<file path="config.mk">
export PLATFORM = sky130hd
export DESIGN_NAME = load_store_unit
export DESIGN_NICKNAME = d
export VERILOG_FILES = /design/src/rtl/lsu_pkg.sv /design/src/rtl/lsu_align.sv /design/src/rtl/load_store_unit.sv
export SDC_FILE = /design/constraint.sdc
export NUM_CORES = 1
export LEC_CHECK = 0
export ABC_AREA = 1
export BUFFER_PORTS_ARGS = -buffer_cell sky130_fd_sc_hd__buf_2
export CORE_MARGIN = 4
export CORE_UTILIZATION = 46
export CTS_CLUSTER_DIAMETER = 60
export CTS_CLUSTER_SIZE = 25
export DETAILED_ROUTE_END_ITERATION = 12
export GPL_TIMING_DRIVEN = 1
export PLACE_DENSITY = 0.72
export SLEW_MARGIN = 25
export SYNTH_ARGS = -nofsm -noshare
export SYNTH_HDL_FRONTEND = slang
export SYNTH_SLANG_ARGS = --single-unit
</file>
<file path="constraint.sdc">
create_clock -name clk -period 1.83 [get_ports clk]
set_input_delay 0 -clock clk [delete_from_list [all_inputs] [get_ports clk]]
set_output_delay 0 -clock clk [all_outputs]
set_load 0.01 [all_outputs]
</file>
<file path="src/rtl/lsu_pkg.sv">
// Shared definitions for the load/store unit: funct3 encodings, FSM states,
// the latched request record and the funct3 legality helper.
package lsu_pkg;

  localparam logic [2:0] F3_B  = 3'b000;
  localparam logic [2:0] F3_H  = 3'b001;
  localparam logic [2:0] F3_W  = 3'b010;
  localparam logic [2:0] F3_BU = 3'b100;
  localparam logic [2:0] F3_HU = 3'b101;

  typedef enum logic [1:0] {
    ST_IDLE  = 2'd0,
    ST_READ  = 2'd1,
    ST_WRITE = 2'd2,
    ST_RESP  = 2'd3
  } lsu_state_e;

  // Only the fields needed after accept are kept; the word index lives in mem_addr.
  typedef struct packed {
    logic        we;
    logic [2:0]  funct3;
    logic [1:0]  off;
    logic [31:0] wdata;
  } lsu_req_t;

  // Unsigned sub-word variants exist for loads only.
  function automatic logic f3_legal(input logic we, input logic [2:0] f3);
    case (f3)
      F3_B, F3_H, F3_W: return 1'b1;
      F3_BU, F3_HU:     return !we;
      default:          return 1'b0;
    endcase
  endfunction

endpackage

</file>
<file path="src/rtl/lsu_align.sv">
// Combinational lane logic: merges store data into a memory word and
// extracts/extends load data from it.
module lsu_align
  import lsu_pkg::*;
(
  input  logic [31:0] word_i,
  input  logic [1:0]  off_i,
  input  logic [2:0]  funct3_i,
  input  logic [31:0] wdata_i,
  output logic [31:0] st_word_o,
  output logic [31:0] ld_data_o
);

  logic [3:0][7:0] word_b;
  logic [3:0][7:0] src_b;
  logic [3:0][7:0] merged_b;
  logic [3:0]      be;
  logic [7:0]      ld_byte;
  logic [15:0]     ld_half;

  assign word_b = word_i;

  // Replicate the store data across lanes and pick the lane enables from size/offset.
  always_comb begin
    be    = 4'b1111;
    src_b = wdata_i;
    case (funct3_i[1:0])
      2'b00: begin
        be    = 4'b0001 << off_i;
        src_b = {4{wdata_i[7:0]}};
      end
      2'b01: begin
        be    = off_i[1] ? 4'b1100 : 4'b0011;
        src_b = {2{wdata_i[15:0]}};
      end
      default: ;
    endcase
  end

  for (genvar i = 0; i < 4; i++) begin : g_lane
    assign merged_b[i] = be[i] ? src_b[i] : word_b[i];
  end

  assign st_word_o = merged_b;
  assign ld_byte   = word_b[off_i];
  assign ld_half   = off_i[1] ? word_i[31:16] : word_i[15:0];

  // Sign- or zero-extend the selected lane; full word passes through.
  always_comb begin
    ld_data_o = word_i;
    case (funct3_i)
      F3_B:    ld_data_o = {{24{ld_byte[7]}}, ld_byte};
      F3_BU:   ld_data_o = {24'h0, ld_byte};
      F3_H:    ld_data_o = {{16{ld_half[15]}}, ld_half};
      F3_HU:   ld_data_o = {16'h0, ld_half};
      default: ld_data_o = word_i;
    endcase
  end

endmodule

</file>
<file path="src/rtl/load_store_unit.sv">
// Load/store unit: one request at a time, sub-word stores via read-modify-write,
// faults reported without touching memory.
module load_store_unit
  import lsu_pkg::*;
#(
  parameter int DEPTH_WORDS = 1024
) (
  input  logic        clk,
  input  logic        rst_n,
  input  logic        req_valid,
  output logic        req_ready,
  input  logic        req_we,
  input  logic [2:0]  req_funct3,
  input  logic [31:0] req_addr,
  input  logic [31:0] req_wdata,
  output logic        rsp_valid,
  output logic [31:0] rsp_rdata,
  output logic        rsp_err,
  output logic [31:0] mem_addr,
  output logic [31:0] mem_wdata,
  output logic        mem_we,
  input  logic [31:0] mem_rdata
);

  localparam logic [32:0] ADDR_LIMIT = 33'(DEPTH_WORDS) << 2;

  lsu_state_e  state_q, state_d;
  lsu_req_t    req_q, req_d;
  logic        rsp_valid_q, rsp_valid_d;
  logic [31:0] rsp_rdata_q, rsp_rdata_d;
  logic        rsp_err_q, rsp_err_d;
  logic [31:0] mem_addr_q, mem_addr_d;
  logic [31:0] mem_wdata_q, mem_wdata_d;
  logic        mem_we_q, mem_we_d;

  logic        acc;
  logic        misalign;
  logic        range_err;
  logic        acc_err;
  logic [31:0] st_word;
  logic [31:0] ld_data;

  lsu_align u_align (
    .word_i    (mem_rdata),
    .off_i     (req_q.off),
    .funct3_i  (req_q.funct3),
    .wdata_i   (req_q.wdata),
    .st_word_o (st_word),
    .ld_data_o (ld_data)
  );

  assign req_ready = (state_q == ST_IDLE);
  assign acc       = req_valid && req_ready;

  assign misalign  = (((req_funct3 == F3_H) || (req_funct3 == F3_HU)) && req_addr[0]) ||
                     ((req_funct3 == F3_W) && (req_addr[1:0] != 2'b00));
  assign range_err = {1'b0, req_addr} >= ADDR_LIMIT;
  assign acc_err   = misalign || range_err || !f3_legal(req_we, req_funct3);

  // Next-state and output register logic; mem_addr/mem_wdata only move on real accesses.
  always_comb begin
    state_d     = state_q;
    req_d       = req_q;
    rsp_valid_d = 1'b0;
    rsp_rdata_d = 32'h0;
    rsp_err_d   = 1'b0;
    mem_addr_d  = mem_addr_q;
    mem_wdata_d = mem_wdata_q;
    mem_we_d    = 1'b0;
    case (state_q)
      ST_IDLE: begin
        if (acc) begin
          req_d = '{we: req_we, funct3: req_funct3, off: req_addr[1:0], wdata: req_wdata};
          if (acc_err) begin
            state_d     = ST_RESP;
            rsp_valid_d = 1'b1;
            rsp_err_d   = 1'b1;
          end else begin
            mem_addr_d = {2'b00, req_addr[31:2]};
            if (req_we && (req_funct3 == F3_W)) begin
              state_d     = ST_WRITE;
              mem_wdata_d = req_wdata;
              mem_we_d    = 1'b1;
            end else begin
              state_d = ST_READ;
            end
          end
        end
      end
      ST_READ: begin
        if (req_q.we) begin
          state_d     = ST_WRITE;
          mem_wdata_d = st_word;
          mem_we_d    = 1'b1;
        end else begin
          state_d     = ST_RESP;
          rsp_valid_d = 1'b1;
          rsp_rdata_d = ld_data;
        end
      end
      ST_WRITE: begin
        state_d     = ST_RESP;
        rsp_valid_d = 1'b1;
      end
      ST_RESP: state_d = ST_IDLE;
      default: state_d = ST_IDLE;
    endcase
  end

  // State and registered outputs; async reset also kills an in-flight write.
  always_ff @(posedge clk or negedge rst_n) begin
    if (!rst_n) begin
      state_q     <= ST_IDLE;
      req_q       <= '0;
      rsp_valid_q <= 1'b0;
      rsp_rdata_q <= 32'h0;
      rsp_err_q   <= 1'b0;
      mem_addr_q  <= 32'h0;
      mem_wdata_q <= 32'h0;
      mem_we_q    <= 1'b0;
    end else begin
      state_q     <= state_d;
      req_q       <= req_d;
      rsp_valid_q <= rsp_valid_d;
      rsp_rdata_q <= rsp_rdata_d;
      rsp_err_q   <= rsp_err_d;
      mem_addr_q  <= mem_addr_d;
      mem_wdata_q <= mem_wdata_d;
      mem_we_q    <= mem_we_d;
    end
  end

  assign rsp_valid = rsp_valid_q;
  assign rsp_rdata = rsp_rdata_q;
  assign rsp_err   = rsp_err_q;
  assign mem_addr  = mem_addr_q;
  assign mem_wdata = mem_wdata_q;
  assign mem_we    = mem_we_q;

endmodule

</file>
==> run metrics <==
Die ar.=17100 um^2; pin count of the biggest net entering global routing=48; r2r setup slk=70 ps; Final Hold Vio Count=0; first-pass GRT wire length=approximately 35000 um; antenna viol nets, final=0; critical-path cell list=buf_4, ha_4, buf_12, inv_2, nand2_1, nand2_1, nand3_1, nand2_1; maximum clock frequency=0.569 GHz; Inserted Diodes=0; vias in the first global route=6941; peak supply drop=0.000841 V; Clock Skew=8.53 ps; Tmin final=1760 ps; GRT overflow=0; layout cell share with drive strength beyond 1=0.235; pwr dens=between 1500 and 2000 nW/um^2; synthesis-to-finish area growth=40.0%; yosys warns=0; CTS tree=built; Seq/Total Area, Yosys=0.496; mapped cell area=6910 um^2; Finish-stage setup viols=0; Bufs on Longest Clock Path=2; CP max FO=28; GPL Wtd Cong=0.925; Worst Path Arrival=2130 ps; final WL=22300 um; Req. time, crit path=around 2200 ps; register share of total power=0.304; DRT Pass-1 Iters=6; leading cell type in the layout, fill and taps excluded=nand2_1; worst setup path class=reg2reg; Layout fillers=1288; WHS Endpoint=rsp_rdata[6]$_DFF_PN0_; P_int=8.47 mW; Reg2Reg Launch Point=state_q[0]$_DFFE_PN0P_; Yosys reg bits=137; Ports=203; area post-placement=8240 um^2; Max Cap Viol=0; r2r worst-path depth=8; WL/cell=15.5 um; Net Sw Frac=0.428; most used cell, CP=nand2_1; Clk pwr share=0.224; Worst Hold Margin=46.3 ps; RSZ-0062 raised after global routing=yes; Hold Path Origin=mem_rdata[6]; CTS Buf Count=17; Hold Crit Class=in2reg; initial antenna violation count=0; DP Wirelength=15500 um; Netlist cell types=30; Slowest-stage cell, CP=dfrtp_1; Clock Latency Late Sink=430 ps; Iter 0 DRT Violations=613; clk root buf=clkbuf_16; H-tree Lvls=4; most frequent cells in the layout=351 x nand2_1, 199 x buf_2, 137 x dfrtp_1, 108 x nand3_1, 94 x inv_1; CTS Sinks=around 140; Initial Util=0.472; switching power=6.34 mW; startpoint types=register; fin. max-slew vios=0; DRC=0; status=complete, no violations; DR vias/cell=5.02; fin nets=1341; Die Y=131 um; critical path launch point=state_q[0]$_DFFE_PN0P_; Reg clk slew, reported paths=60 ps; syn avg cell area=7.33 um^2; final instance area=slightly below 10000 um^2; crit-path max cell delay=420 ps; Hold Crit Depth=5; post-synthesis cell count=~940; core area=14600 um^2; Core Rows=44; Overall Global Routing Usage=0.263; Logic pwr share=0.472; leakage dissipation=5.73 nW; FF-to-FF End=mem_wdata[14]$_DFFE_PN0P_; fin util=0.661; port buffer count=200; die width=between 100 and 150 um; final cycle utilization of the critical path=0.961; via count=7182; CP endpoint kind=register
-- per-stage QoR --
stage | TNS [ps] | instances | power [mW] | worst slack [ps]
4_1_cts | 0 | 1429 | 14.6 | 37.2
3_5_place_dp | 0 | 1316 | 11.1 | 62.3
6_report | 0 | 1431 | 14.8 | 71.9
3_3_place_gp | 0 | 1316 | 10.9 | 136
2_1_floorplan | 0 | 944 | 8.81 | 125
5_1_grt | -20.7 | 1431 | 15.9 | -9.34
-- power groups by stage --
stage / Clock [mW] / Combinational [mW] / Sequential (mW)
after floorplan: 0 / 4.18 / 4.63
after global placement: 0 / 6.43 / 4.51
after detailed placement: 0 / 6.55 / 4.51
after CTS: 3.36 / 6.73 / 4.48
after global routing: 3.50 / 7.81 / 4.59
final: 3.32 / 6.98 / 4.50
-- worst max path at each step --
stage                                end  slack [ps]  cells after the start
5_1_grt        mem_wdata[18]$_DFFE_PN0P_          -9                     10
3_3_place_gp   mem_wdata[22]$_DFFE_PN0P_         140                      9
2_1_floorplan  mem_wdata[10]$_DFFE_PN0P_         120                     10
3_5_place_dp    mem_wdata[5]$_DFFE_PN0P_          60                     10
4_1_cts        mem_wdata[16]$_DFFE_PN0P_          40                     10
6_report       mem_wdata[14]$_DFFE_PN0P_          70                      8
-- critical path: cells and delay by family (launching register included) --
family | cells | cell delay [ps]
adders and majority gates | 1 | 170
buffers and inverters | 3 | 680
and+or+nand+nor | 4 | 410
DFF | 1 | 420
-- kinds of logic (layout without fill, tap and decap cells) --
kind of cell | Yosys count | count (layout) | synth area share
and+or+nand+nor | 572 | 572 | 0.343
buffers and inverters | 149 | 452 | 0.0930
DFF | 137 | 137 | 0.496
AOI/OAI and AO/OA | 80 | 80 | 0.0603
adders and majority gates | 4 | 4 | 0.00724
other | 1 | 2 | 0.000542
-- sequential cells by signal, summed over array words and instances (netlist names) --
register	count
mem_we	1
mem_addr	30
rsp_rdata	32
state_q	2
rsp_err	1
req_q	38
rsp_valid	1
mem_wdata	32
-- layer usage --
layer / track usage / vias up / share of wire / wire length (um)
li1: - / 3491 / - / -
met1: 0.322 / 3331 / 0.41 / 9020
met2: 0.455 / 301 / 0.50 / 11100
met3: 0.0476 / 59 / 0.067 / 1480
met4: 0.114 / 0 / 0.030 / 658
met5: 0 / - / 0 / 0
-- area by class of cell --
type / count / area [um^2] / area share
clock buffers: 18 / 429 / 0.0443
clock inverters: 14 / 135 / 0.0140
repair buffers: 319 / 2200 / 0.227
flip-flops and latches: 137 / 3430 / 0.354
multi-input cells: 658 / 2880 / 0.297
well taps: 184 / 230 / 0.0238
inverters: 101 / 382 / 0.0394
-- cell usage after synthesis (all sizes together) --
master	number	share of area
clkbuf	9	0.0049
ha	4	0.0072
or2	1	0.00091
o2111ai	1	0.0013
nand2	362	0.20
a21oi	23	0.018
nand3b	2	0.0022
nand3	109	0.080
nor3	2	0.0031
inv	99	0.054
o22ai	1	0.00091
nor2	95	0.054
clkinv	2	0.0011
nand4	1	0.00091
dfrtp	137	0.50
buf	39	0.033
conb	1	0.00054
o21ai	55	0.040
-- timing repair --
item	CTS	global route
hold buffers	81	0
endpoints found under the setup margin	0	62
buffers inserted	0	1
resized for setup	0	7
endpoints found under the hold margin	244	0
(Power assumes the default switching activity.)
